**src/rtl/reflet_timer_scheduler_pkg.sv**
```systemverilog
// reflet_timer_scheduler_pkg
// Register offsets, SCTRL bit positions and address helpers shared by
// the scheduler RTL and the firmware headers generated from it.
// Optional macro: REFLET_TIMER_SCHED_OVERRUN_EN adds the OVERRUN register
// directly after the last slot register pair.
package reflet_timer_scheduler_pkg;

    localparam logic [7:0] GCTRL_OFF   = 8'd0;
    localparam logic [7:0] PENDING_OFF = 8'd1;
    localparam logic [7:0] MASK_OFF    = 8'd2;
    localparam logic [7:0] NEXT_OFF    = 8'd3;
    localparam int         SLOT_BASE   = 4;
    localparam int         SLOT_STRIDE = 2;

    localparam int SCTRL_EN_BIT       = 0;
    localparam int SCTRL_PERIODIC_BIT = 1;
    localparam int NEXT_VALID_BIT     = 7;

    // Packed so that en lands on bit 0 and periodic on bit 1 of SCTRL.
    typedef struct packed {
        logic periodic;
        logic en;
    } sctrl_t;

    function automatic logic [7:0] reload_off(input int slot);
        return 8'(SLOT_BASE + SLOT_STRIDE * slot);
    endfunction

    function automatic logic [7:0] sctrl_off(input int slot);
        return 8'(SLOT_BASE + SLOT_STRIDE * slot + 1);
    endfunction

    function automatic int map_size(input int n_slots);
`ifdef REFLET_TIMER_SCHED_OVERRUN_EN
        return SLOT_BASE + SLOT_STRIDE * n_slots + 1;
`else
        return SLOT_BASE + SLOT_STRIDE * n_slots;
`endif
    endfunction

endpackage

```
**src/rtl/reflet_timer_sched_slot.sv**
```systemverilog
// reflet_timer_sched_slot
// One timeout channel: RELOAD and SCTRL registers plus the 8-bit down-counter.
// Ports:
//   clk, reset    clock and asynchronous active-high reset
//   tick_event    one-cycle tick pulse, already gated by the global enable
//   wr_reload     bus write strobe for this slot's RELOAD
//   wr_sctrl      bus write strobe for this slot's SCTRL
//   data_in       bus write data
//   expire        high in the cycle the counter runs out on a tick
//   reload_rd     RELOAD read data
//   sctrl_rd      SCTRL read data (unimplemented bits 0)
module reflet_timer_sched_slot
    import reflet_timer_scheduler_pkg::*;
(
    input  logic       clk,
    input  logic       reset,
    input  logic       tick_event,
    input  logic       wr_reload,
    input  logic       wr_sctrl,
    input  logic [7:0] data_in,
    output logic       expire,
    output logic [7:0] reload_rd,
    output logic [7:0] sctrl_rd
);

    logic [7:0] reload_q;
    logic [7:0] count_q;
    sctrl_t     sctrl_q;

    // A bus write to this slot swallows a coincident tick, so expiry is
    // suppressed in that cycle as well.
    assign expire = tick_event & sctrl_q.en & (count_q == 8'd1)
                    & ~wr_reload & ~wr_sctrl;

    // A zero count never reaches 1, so RELOAD=0 parks the slot at 0.
    always_ff @(posedge clk or posedge reset) begin
        if (reset) begin
            reload_q <= 8'd0;
            count_q  <= 8'd0;
            sctrl_q  <= '0;
        end else if (wr_reload) begin
            reload_q <= data_in;
            if (sctrl_q.en) begin
                count_q <= data_in;
            end
        end else if (wr_sctrl) begin
            sctrl_q.en       <= data_in[SCTRL_EN_BIT];
            sctrl_q.periodic <= data_in[SCTRL_PERIODIC_BIT];
            if (!sctrl_q.en && data_in[SCTRL_EN_BIT]) begin
                count_q <= reload_q;
            end
        end else if (tick_event && sctrl_q.en) begin
            if (count_q == 8'd1) begin
                if (sctrl_q.periodic) begin
                    count_q <= reload_q;
                end else begin
                    count_q    <= 8'd0;
                    sctrl_q.en <= 1'b0;
                end
            end else if (count_q != 8'd0) begin
                count_q <= count_q - 8'd1;
            end
        end
    end

    assign reload_rd = reload_q;
    assign sctrl_rd  = {6'b0, sctrl_q};

endmodule

```
**src/rtl/reflet_timer_scheduler.sv**
```systemverilog
// reflet_timer_scheduler
// Shares one hardware timer tick among N_SLOTS software timeouts, tracks
// which have expired in PENDING, and presents a round-robin NEXT pointer
// plus one shared interrupt to the CPU over the 8-bit system bus.
// Ports:
//   clk, reset   clock and asynchronous active-high reset
//   enable       bus enable
//   addr         bus address
//   write_en     bus write strobe
//   data_in      bus write data
//   data_out     combinational read data, 0 when not addressed
//   tick         timebase from the timer interrupt (rising-edge detected)
//   interrupt    GCTRL.en & |(PENDING & MASK)
// Optional macro: REFLET_TIMER_SCHED_OVERRUN_EN (OVERRUN register).
module reflet_timer_scheduler
    import reflet_timer_scheduler_pkg::*;
#(
    parameter int                       base_addr_size = 16,
    parameter logic [base_addr_size-1:0] base_addr      = 16'hFF20,
    parameter int                       N_SLOTS        = 4
) (
    input  logic                      clk,
    input  logic                      reset,
    input  logic                      enable,
    input  logic [base_addr_size-1:0] addr,
    input  logic                      write_en,
    input  logic [7:0]                data_in,
    output logic [7:0]                data_out,
    input  logic                      tick,
    output logic                      interrupt
);

    localparam int                        MAP_SIZE  = map_size(N_SLOTS);
    localparam logic [base_addr_size-1:0] MAP_LIMIT = base_addr_size'(MAP_SIZE);

    logic [base_addr_size-1:0] offset;
    logic [7:0]                reg_off;
    logic                      hit;
    logic                      bus_wr;

    logic               tick_r;
    logic               tick_d;
    logic               tick_event;
    logic               gctrl_en;
    logic [N_SLOTS-1:0] pending;
    logic [N_SLOTS-1:0] mask_q;
    logic [N_SLOTS-1:0] clear_vec;
    logic [N_SLOTS-1:0] expire_vec;
    logic [N_SLOTS-1:0] wr_reload_vec;
    logic [N_SLOTS-1:0] wr_sctrl_vec;
    logic [7:0]         reload_rd [N_SLOTS];
    logic [7:0]         sctrl_rd  [N_SLOTS];
    logic [7:0]         masked8;
    logic [2:0]         rr_ptr;
    logic [2:0]         next_idx;
    logic               next_valid;
    int                 scan_pos;

    // Unsigned subtraction wraps below base_addr, so the lower-bound test
    // must stay explicit.
    assign offset  = addr - base_addr;
    assign hit     = enable && (addr >= base_addr) && (offset < MAP_LIMIT);
    assign reg_off = offset[7:0];
    assign bus_wr  = hit & write_en;

    assign clear_vec = (bus_wr && reg_off == PENDING_OFF) ? data_in[N_SLOTS-1:0] : '0;

    // Tick is synchronised by one flop, then its rising edge is taken.
    always_ff @(posedge clk or posedge reset) begin
        if (reset) begin
            tick_r <= 1'b0;
            tick_d <= 1'b0;
        end else begin
            tick_r <= tick;
            tick_d <= tick_r;
        end
    end

    assign tick_event = tick_r & ~tick_d & gctrl_en;

    for (genvar i = 0; i < N_SLOTS; i++) begin : g_slot
        assign wr_reload_vec[i] = bus_wr && (reg_off == reload_off(i));
        assign wr_sctrl_vec[i]  = bus_wr && (reg_off == sctrl_off(i));

        reflet_timer_sched_slot u_slot (
            .clk        (clk),
            .reset      (reset),
            .tick_event (tick_event),
            .wr_reload  (wr_reload_vec[i]),
            .wr_sctrl   (wr_sctrl_vec[i]),
            .data_in    (data_in),
            .expire     (expire_vec[i]),
            .reload_rd  (reload_rd[i]),
            .sctrl_rd   (sctrl_rd[i])
        );
    end

    // Setting has priority over a same-cycle W1C, hence OR after the clear.
    // The RR pointer only moves when the CPU acknowledges the slot shown in NEXT.
    always_ff @(posedge clk or posedge reset) begin
        if (reset) begin
            gctrl_en <= 1'b0;
            pending  <= '0;
            mask_q   <= '0;
            rr_ptr   <= 3'd0;
        end else begin
            if (bus_wr && reg_off == GCTRL_OFF) begin
                gctrl_en <= data_in[0];
            end
            if (bus_wr && reg_off == MASK_OFF) begin
                mask_q <= data_in[N_SLOTS-1:0];
            end
            pending <= (pending & ~clear_vec) | expire_vec;
            if (bus_wr && reg_off == PENDING_OFF && next_valid && data_in[next_idx]) begin
                rr_ptr <= (next_idx == 3'(N_SLOTS - 1)) ? 3'd0 : next_idx + 3'd1;
            end
        end
    end

    assign interrupt = gctrl_en & |(pending & mask_q);

    // Scan downward so the last hit written is the closest one at or after
    // rr_ptr, which gives the upward-with-wrap priority.
    assign masked8 = 8'(pending & mask_q);

    always_comb begin
        next_valid = 1'b0;
        next_idx   = 3'd0;
        scan_pos   = 0;
        for (int k = N_SLOTS - 1; k >= 0; k--) begin
            scan_pos = int'(rr_ptr) + k;
            if (scan_pos >= N_SLOTS) begin
                scan_pos = scan_pos - N_SLOTS;
            end
            if (masked8[3'(scan_pos)]) begin
                next_valid = 1'b1;
                next_idx   = 3'(scan_pos);
            end
        end
    end

`ifdef REFLET_TIMER_SCHED_OVERRUN_EN
    localparam logic [7:0] OVERRUN_OFF = 8'(MAP_SIZE - 1);

    logic [N_SLOTS-1:0] overrun_q;

    // An expiry landing on an already-pending slot means a timeout was lost.
    always_ff @(posedge clk or posedge reset) begin
        if (reset) begin
            overrun_q <= '0;
        end else begin
            overrun_q <= (overrun_q
                          & ~((bus_wr && reg_off == OVERRUN_OFF) ? data_in[N_SLOTS-1:0] : '0))
                         | (expire_vec & pending);
        end
    end
`endif

    always_comb begin
        data_out = 8'h00;
        if (hit) begin
            case (reg_off)
                GCTRL_OFF:   data_out = {7'b0, gctrl_en};
                PENDING_OFF: data_out = 8'(pending);
                MASK_OFF:    data_out = 8'(mask_q);
                NEXT_OFF: begin
                    data_out                 = {5'b0, next_idx};
                    data_out[NEXT_VALID_BIT] = next_valid;
                end
                default: ;
            endcase
            for (int i = 0; i < N_SLOTS; i++) begin
                if (reg_off == reload_off(i)) begin
                    data_out = reload_rd[i];
                end
                if (reg_off == sctrl_off(i)) begin
                    data_out = sctrl_rd[i];
                end
            end
`ifdef REFLET_TIMER_SCHED_OVERRUN_EN
            if (reg_off == OVERRUN_OFF) begin
                data_out = 8'(overrun_q);
            end
`endif
        end
    end

endmodule

```
**config.mk**
```make
export PLATFORM = sky130hd
export DESIGN_NAME = reflet_timer_scheduler
export DESIGN_NICKNAME = d
export VERILOG_FILES = /design/src/rtl/reflet_timer_scheduler_pkg.sv /design/src/rtl/reflet_timer_sched_slot.sv /design/src/rtl/reflet_timer_scheduler.sv
export SDC_FILE = /design/constraint.sdc
export NUM_CORES = 1
export LEC_CHECK = 0
export CORE_ASPECT_RATIO = 0.75
export CORE_MARGIN = 10
export CORE_UTILIZATION = 28
export CTS_BUF_LIST = sky130_fd_sc_hd__clkbuf_16
export CTS_CLUSTER_DIAMETER = 100
export DETAILED_ROUTE_END_ITERATION = 6
export GPL_TIMING_DRIVEN = 1
export PLACE_DENSITY_LB_ADDON = 0.1
export SLEW_MARGIN = 20
export SYNTH_ARGS = -nofsm -noshare
export SYNTH_HDL_FRONTEND = slang
export SYNTH_SLANG_ARGS = --single-unit
export TNS_END_PERCENT = 30
```
**constraint.sdc**
```tcl
create_clock -name clk -period 4.2 [get_ports clk]
set_clock_uncertainty 0.05 [all_clocks]
set_input_delay 0.42 -clock clk [delete_from_list [all_inputs] [get_ports clk]]
set_output_delay 0.42 -clock clk [all_outputs]
set_load 0.02 [all_outputs]
```
# [Word level (Yosys, flattened, before mapping)]
# Cells that the tools add are included.
[totals] ff_bits=86 in_bits=29 output_inout_bits=9 wordCells=255
[classes] n_addsub=13 order_cmp=11 eq_ne=28 mux=86 bitwise=34 reduce_logical=61
[ops] operator="8-bit two-way mux" n=41
[ops] operator="8-bit by 1-bit == test with 1-bit output (second input constant)" n=5
[ops] operator="8-bit by 3-bit == test with 1-bit output (second input constant)" n=4
[ops] operator="8-bit by 4-bit == test with 1-bit output (second input constant)" n=4
[ops] operator="8-bit case mux with 4 select lines" n=1
[ops] operator="4-bit AND reduction" n=8
[ops] operator="8-bit nonzero test" n=4
[ops] operator="8-bit by 1-bit subtractor with 8-bit output (second input constant)" n=4
[ops] operator="1-bit two-way mux" n=29
[ops] operator="3-bit two-way mux" n=9
[ops] operator="1-bit logical AND" n=23
[ops] operator="1-bit AND" n=20
[ops] operator="3-bit by 5-bit less-than comparator with 1-bit output (second input constant)" n=4
[ops] operator="8-bit by 2-bit == test with 1-bit output (second input constant)" n=2
[ops] operator="16-bit greater-or-equal comparator (second input constant)" n=1
[ops] operator="16-bit by 4-bit less-than comparator with 1-bit output (second input constant)" n=1
[ops] operator="2-bit nonzero test" n=8
[ops] operator="4-bit nonzero test" n=4
[ops] operator="16-bit subtractor (second input constant)" n=1
[ops] operator="1-bit binary-select mux with 3-bit select" n=5
[ops] operator="4-bit AND" n=3
[ops] operator="4-bit by 3-bit greater-or-equal comparator with 1-bit output (second input constant)" n=3
[ops] operator="3-bit by 2-bit != test with 1-bit output (second input constant)" n=4
[ops] operator="3-bit nonzero test" n=4
[ops] operator="other kinds (17)" n=41

# [Longest topological paths before layout]
[logic_depth] ltp_word=20 ltp_mapped=12 depth_no_buf=11

# [Hierarchy]
# A second synthesis with hierarchy kept.
[hier_totals] hier_cells=767 hier_area_um2=6505.0
[by_module_without_submodules] mod="reflet_timer_sched_slot" instances=4 cells_per_inst=131 area_each_um2=1152.4 seq_area_each_um2=450.4
[by_module_without_submodules] mod="reflet_timer_scheduler" instances=1 cells_per_inst=243 area_each_um2=1895.6 seq_area_each_um2=350.3

# [Least setup slack after synthesis]
# OpenSTA, ideal clock, no wires.
[synth_timing] path_type="register to output" startpoint="reg rr_ptr[1]" endpoint="out data_out[1]" arrival_ns=2.729 required_time_ns=3.730 path_slack_ns=1.001 stages_incl_launch_ff=10 path_buffers=1 cell_sequence="dfrtp_1 -> inv_1 -> ha_1 -> clkbuf_1 -> mux4_2 -> o21ba_1 -> a21o_1 -> a2111oi_0 -> o21ai_1 -> a21oi_1"
[synth_via] elab_chain_len=20 word_cells_on_any_way=41 classes_between="add/sub (7); order compare (4); mux (30)"
[synth_rtl] element="from (decl)" line_no="reflet_timer_scheduler.sv:54" text="logic [2:0] rr_ptr;"
[synth_rtl] element="from (signal assigned)" line_no="reflet_timer_scheduler.sv:115" text="rr_ptr <= (next_idx == 3'(N_SLOTS - 1)) ? 3'd0 : next_idx + 3'd1;"
[synth_rtl] element="3-bit by 2-bit adder with 4-bit output" line_no="reflet_timer_scheduler.sv:131" text="scan_pos = int'(rr_ptr) + k;"
[synth_rtl] element="4-bit by 3-bit greater-or-equal comparator with 1-bit output / 3-bit subtractor (equally long branches)" line_no="reflet_timer_scheduler.sv:132, reflet_timer_scheduler.sv:133"
[synth_rtl] element="3-bit two-way mux" line_no="reflet_timer_scheduler.sv:132" text="if (scan_pos >= N_SLOTS) begin"
[synth_rtl] element="1-bit binary-select mux with 3-bit select" line_no="reflet_timer_scheduler.sv:135" text="if (masked8[3'(scan_pos)]) begin"
[synth_rtl] element="1-bit two-way mux (not written as such) (2 in a row)" line_no="reflet_timer_scheduler.sv:135"
[synth_rtl] element="3-bit two-way mux (3 in a row)" line_no="reflet_timer_scheduler.sv:135"
[synth_rtl] element="3-bit two-way mux *" line_no="reflet_timer_scheduler.sv:135"
[synth_rtl] element="8-bit case mux with 4 select lines *" line_no="reflet_timer_scheduler.sv:162" text="case (reg_off)"
[synth_rtl] element="8-bit two-way mux *" line_no="reflet_timer_scheduler.sv:173" text="if (reg_off == reload_off(i)) begin"
[synth_rtl] element="8-bit two-way mux *" line_no="reflet_timer_scheduler.sv:176" text="if (reg_off == sctrl_off(i)) begin"
[synth_rtl] element="8-bit two-way mux *" line_no="reflet_timer_scheduler.sv:173"
[synth_rtl] element="8-bit two-way mux *" line_no="reflet_timer_scheduler.sv:176"
[synth_rtl] element="8-bit two-way mux *" line_no="reflet_timer_scheduler.sv:173"
[synth_rtl] element="8-bit two-way mux *" line_no="reflet_timer_scheduler.sv:176"
[synth_rtl] element="8-bit two-way mux *" line_no="reflet_timer_scheduler.sv:173"
[synth_rtl] element="8-bit two-way mux *" line_no="reflet_timer_scheduler.sv:176"
[synth_rtl] element="8-bit two-way mux *" line_no="reflet_timer_scheduler.sv:161" text="if (hit) begin"
[synth_rtl] element="to (decl)" line_no="reflet_timer_scheduler.sv:28" text="output logic [7:0] data_out,"
# Every way passes the cells marked *; elsewhere a longest branch is shown, timed or not. The select of a mux whose other input is x is not followed.

# [Worst setup path in the final report]
[layout_timing] startpoint="in addr[6]" endpoint="out data_out[7]"
[layout_via] elab_chain_len=12 word_cells_on_any_way=27 classes_between="add/sub (1); order compare (2); eq/ne (11); mux (10); reduce/logical (3)"
[layout_rtl] element="from (decl)" line_no="reflet_timer_scheduler.sv:25" text="input logic [base_addr_size-1:0] addr,"
[layout_rtl] element="16-bit subtractor" line_no="reflet_timer_scheduler.sv:61" text="assign offset = addr - base_addr;"
[layout_rtl] element="8-bit by 2-bit == test with 1-bit output (tied with other cells)" line_no="reflet_timer_scheduler.sv:162"
[layout_rtl] element="8-bit case mux with 4 select lines" line_no="reflet_timer_scheduler.sv:162"
[layout_rtl] element="8-bit two-way mux" line_no="reflet_timer_scheduler.sv:173"
[layout_rtl] element="8-bit two-way mux" line_no="reflet_timer_scheduler.sv:176"
[layout_rtl] element="8-bit two-way mux" line_no="reflet_timer_scheduler.sv:173"
[layout_rtl] element="8-bit two-way mux" line_no="reflet_timer_scheduler.sv:176"
[layout_rtl] element="8-bit two-way mux" line_no="reflet_timer_scheduler.sv:173"
[layout_rtl] element="8-bit two-way mux" line_no="reflet_timer_scheduler.sv:176"
[layout_rtl] element="8-bit two-way mux" line_no="reflet_timer_scheduler.sv:173"
[layout_rtl] element="8-bit two-way mux" line_no="reflet_timer_scheduler.sv:176"
[layout_rtl] element="8-bit two-way mux *" line_no="reflet_timer_scheduler.sv:161"
# Every way passes the cells marked *; elsewhere a longest branch is shown, timed or not.

==> results.toml <==
[finish]
final_nets = 772
final_cells = 994
drive_gt1_frac = 0.105
n_antenna_cell = 0
syn_to_final_growth_pct = 18.4

[status]
status = "complete, no violations"

[power]
p_per_area_nw_per_um2 = 249
leakage_uw = 0.00287
peakVddDrop_uv = 147
pwr-share-comb = 0.067
power.internal_uw = 1270
pwr-share-seq = 0.491
switching_share = 0.251
total_power_uw = 1690
p_switching_uw = 424
pwr-share-clk = 0.442

[logic_synthesis]
synth_cells = 682
netlist.area_leader.share = 0.375
synth_cell_types = 74
synth_area_leader_cell = "dfrtp_1"
syn_area_sq_um = 5730
synth.most_common_cell = "nand2_1"
ys_seq_area_frac = 0.375
synth.top_cells.by_area = "dfrtp_1 38%, nand2_1 8.8%, o21ai_0 4.9%"
yosys_warnings = 0
synth-async-reset-ratio = 1.00
synth_edf_count = 0
yosys-top-cells-count = "134 x nand2_1, 86 x dfrtp_1, 56 x o21ai_0, 52 x nor2_1"
synth_flop_cell = "dfrtp_1"
syn-num-nets = 723
syn-mean-instance-area_sq_um = 8.40
ys_seq_elements = 86

[sta]
fmax_mhz = 246
setup_viol = 0
worst_slew_pin_slew_ps = 859
timing.final.crit_share = 0.969
relSlewSlack = 0.428
setup_tns_ps = 0
period_needed_ps = 4070
rsz0062_at_grt = "no"
whs_ps = 336
worst_slack_ps = 129
finalHoldViolCount = 0
slew_violations = 0

[place]
post-place-ws_ps = 205
dpl.hpwl_microns = 15600
dp_cells = 978
place_congestion = 0.873
io_buffers = 37

[route]
vias = 5609
first_iter_violations = 594
drc = 0
drtAntennaViolNets = 0
wl_microns = 20600
post_drt_wl_per_cell_microns = 20.7
vias_per_cell = 5.64
drt_pass1_iterations = 5

[grt]
grt_pass1_wl_microns = 32400
grt_max_degree = 45
antenna_found_initial = 0
grt_pass1_vias = 5521
grtUsageTotal = 0.156
grt-ovfl-total = 0

[clock_tree]
ctsResizeCount = 0
cts-htree-levels = 3
tritoncts = "done"
cts_setup_buffers = 0
ctsHoldBuffers = 0
clkLatencyLatePin_ps = 350
root_buffer = "clkbuf_16"
cts_sinks = 86
path_clk_slew_ps = 60
cts_buffers = 9
clockBufferDepth = 2

[floorplanning]
die_h_microns = 144
num_io_pins = 38
placementRows = 45
initial_core_util = 0.284
die_area_sq_um = 26700
design.core.area_sq_um = 20200
die-width_microns = 185

[hold_path]
hold_class = "reg2reg"

[worst_setup_path]
path_class = "in2out"
cp.required_ps = 3730
crit_path_start_kind = "input pin"
arrival_ps = 3600
cp-end-kind = "output pin"
cp_max_fo = 8

[flow_run]
drv_cap = 0
## flip-flops by register name (all words and copies together), names as in the netlist
name	count
mask_q	4
pending	4
gctrl_en	1
g_slot.u_slot.sctrl_rd	8
tick_r	1
tick_d	1
g_slot.u_slot.count_q	32
g_slot.u_slot.reload_rd	32
rr_ptr	3
## metal layers
metal / routed length (microns) / vias up / GRT usage / part of all wire
met5: 0 / - / 0 / 0
met4: 275 / 0 / 0.0401 / 0.013
met3: 1230 / 18 / 0.0298 / 0.060
met2: 8300 / 179 / 0.221 / 0.40
met1: 10800 / 2758 / 0.234 / 0.52
li1: - / 2654 / - / -
## cell type report
| cell class | instances | area (sq um) |
|---|---|---|
| clock buffers | 9 | 225 |
| clock inverters | 7 | 40.0 |
| fillers | 2129 | 13400 |
| inverters | 33 | 125 |
| multi-input cells | 538 | 3350 |
| flip-flops and latches | 86 | 2150 |
| well taps | 258 | 323 |
| repair buffers | 63 | 568 |
## placed cells by master (no fill, tap or decap), types with 4 or more instances in the layout
cell type,netlist,layout
nand2_1,134,134
dfrtp_1,86,86
o21ai_0,56,56
nor2_1,52,52
clkdlybuf4s50_1,0,36
inv_1,32,32
a21oi_1,32,32
buf_4,0,26
nand3_1,22,22
nor3_1,16,16
a221oi_1,16,16
o2bb2ai_1,11,11
mux2_2,11,11
ha_1,12,11
nor4_1,10,10
a22o_1,9,9
clkbuf_16,0,9
a31oi_1,8,8
a222oi_1,8,8
or4_1,6,6
nor3_2,6,6
o31ai_1,6,6
o22ai_1,6,6
a22oi_1,6,6
xor2_1,5,5
xnor2_1,5,5
and2_1,5,5
and3_1,5,5
o221ai_1,5,5
o21ai_1,5,5
nand4_1,4,4
nand2b_1,4,4
or3_1,4,4
a21o_1,4,4
a211oi_1,4,4
a32oi_1,4,4
## final timing paths
kind	startpoint	end	slack [ps]	depth (start not counted)
min in group asynchronous	reset	g_slot[3].u_slot.count_q[7]	490	2
min	tick_r	tick_d	340	0
max	addr[6]	data_out[7]	130	9
min reg2reg	tick_r	tick_d	340	0
max in group asynchronous	reset	g_slot[1].u_slot.sctrl_rd[0]	2770	3
max reg2reg	rr_ptr[1]	rr_ptr[0]	990	11
## worst max-delay path: stages
cell	delay (ps)
clkdlybuf4s50_1	530
inv_1	60
ha_1	280
and3b_1	210
and4_1	290
nand3_1	340
nand3_1	430
a31oi_1	380
clkdlybuf4s50_1	670
## per-stage QoR
step | util | cell area, sq um
CTS | 0.336 | 6780
floorplan | - | 5730
global placement | 0.323 | 6520
global route | 0.337 | 6790
detailed placement | 0.323 | 6520
finish | 0.337 | 6790
## power groups by stage
stage / clock network, uW / logic (uW) / registers, uW
floorplan: 0 / 46.7 / 845
global placement: 0 / 113 / 845
detailed placement: 0 / 114 / 845
CTS: 768 / 115 / 829
global route: 797 / 125 / 829
finish: 747 / 113 / 829
## kinds of logic after synthesis
kind of cell	count (synthesis)	synth area share
AOI/OAI and AO/OA	211	0.265
DFF	86	0.375
adders and majority gates	12	0.0262
muxes	17	0.0404
and+or+nand+nor	288	0.238
buffers and inverters	58	0.0402
xor gates and xnor gates	10	0.0153
Note: power is estimated with default switching activity, not from simulation.
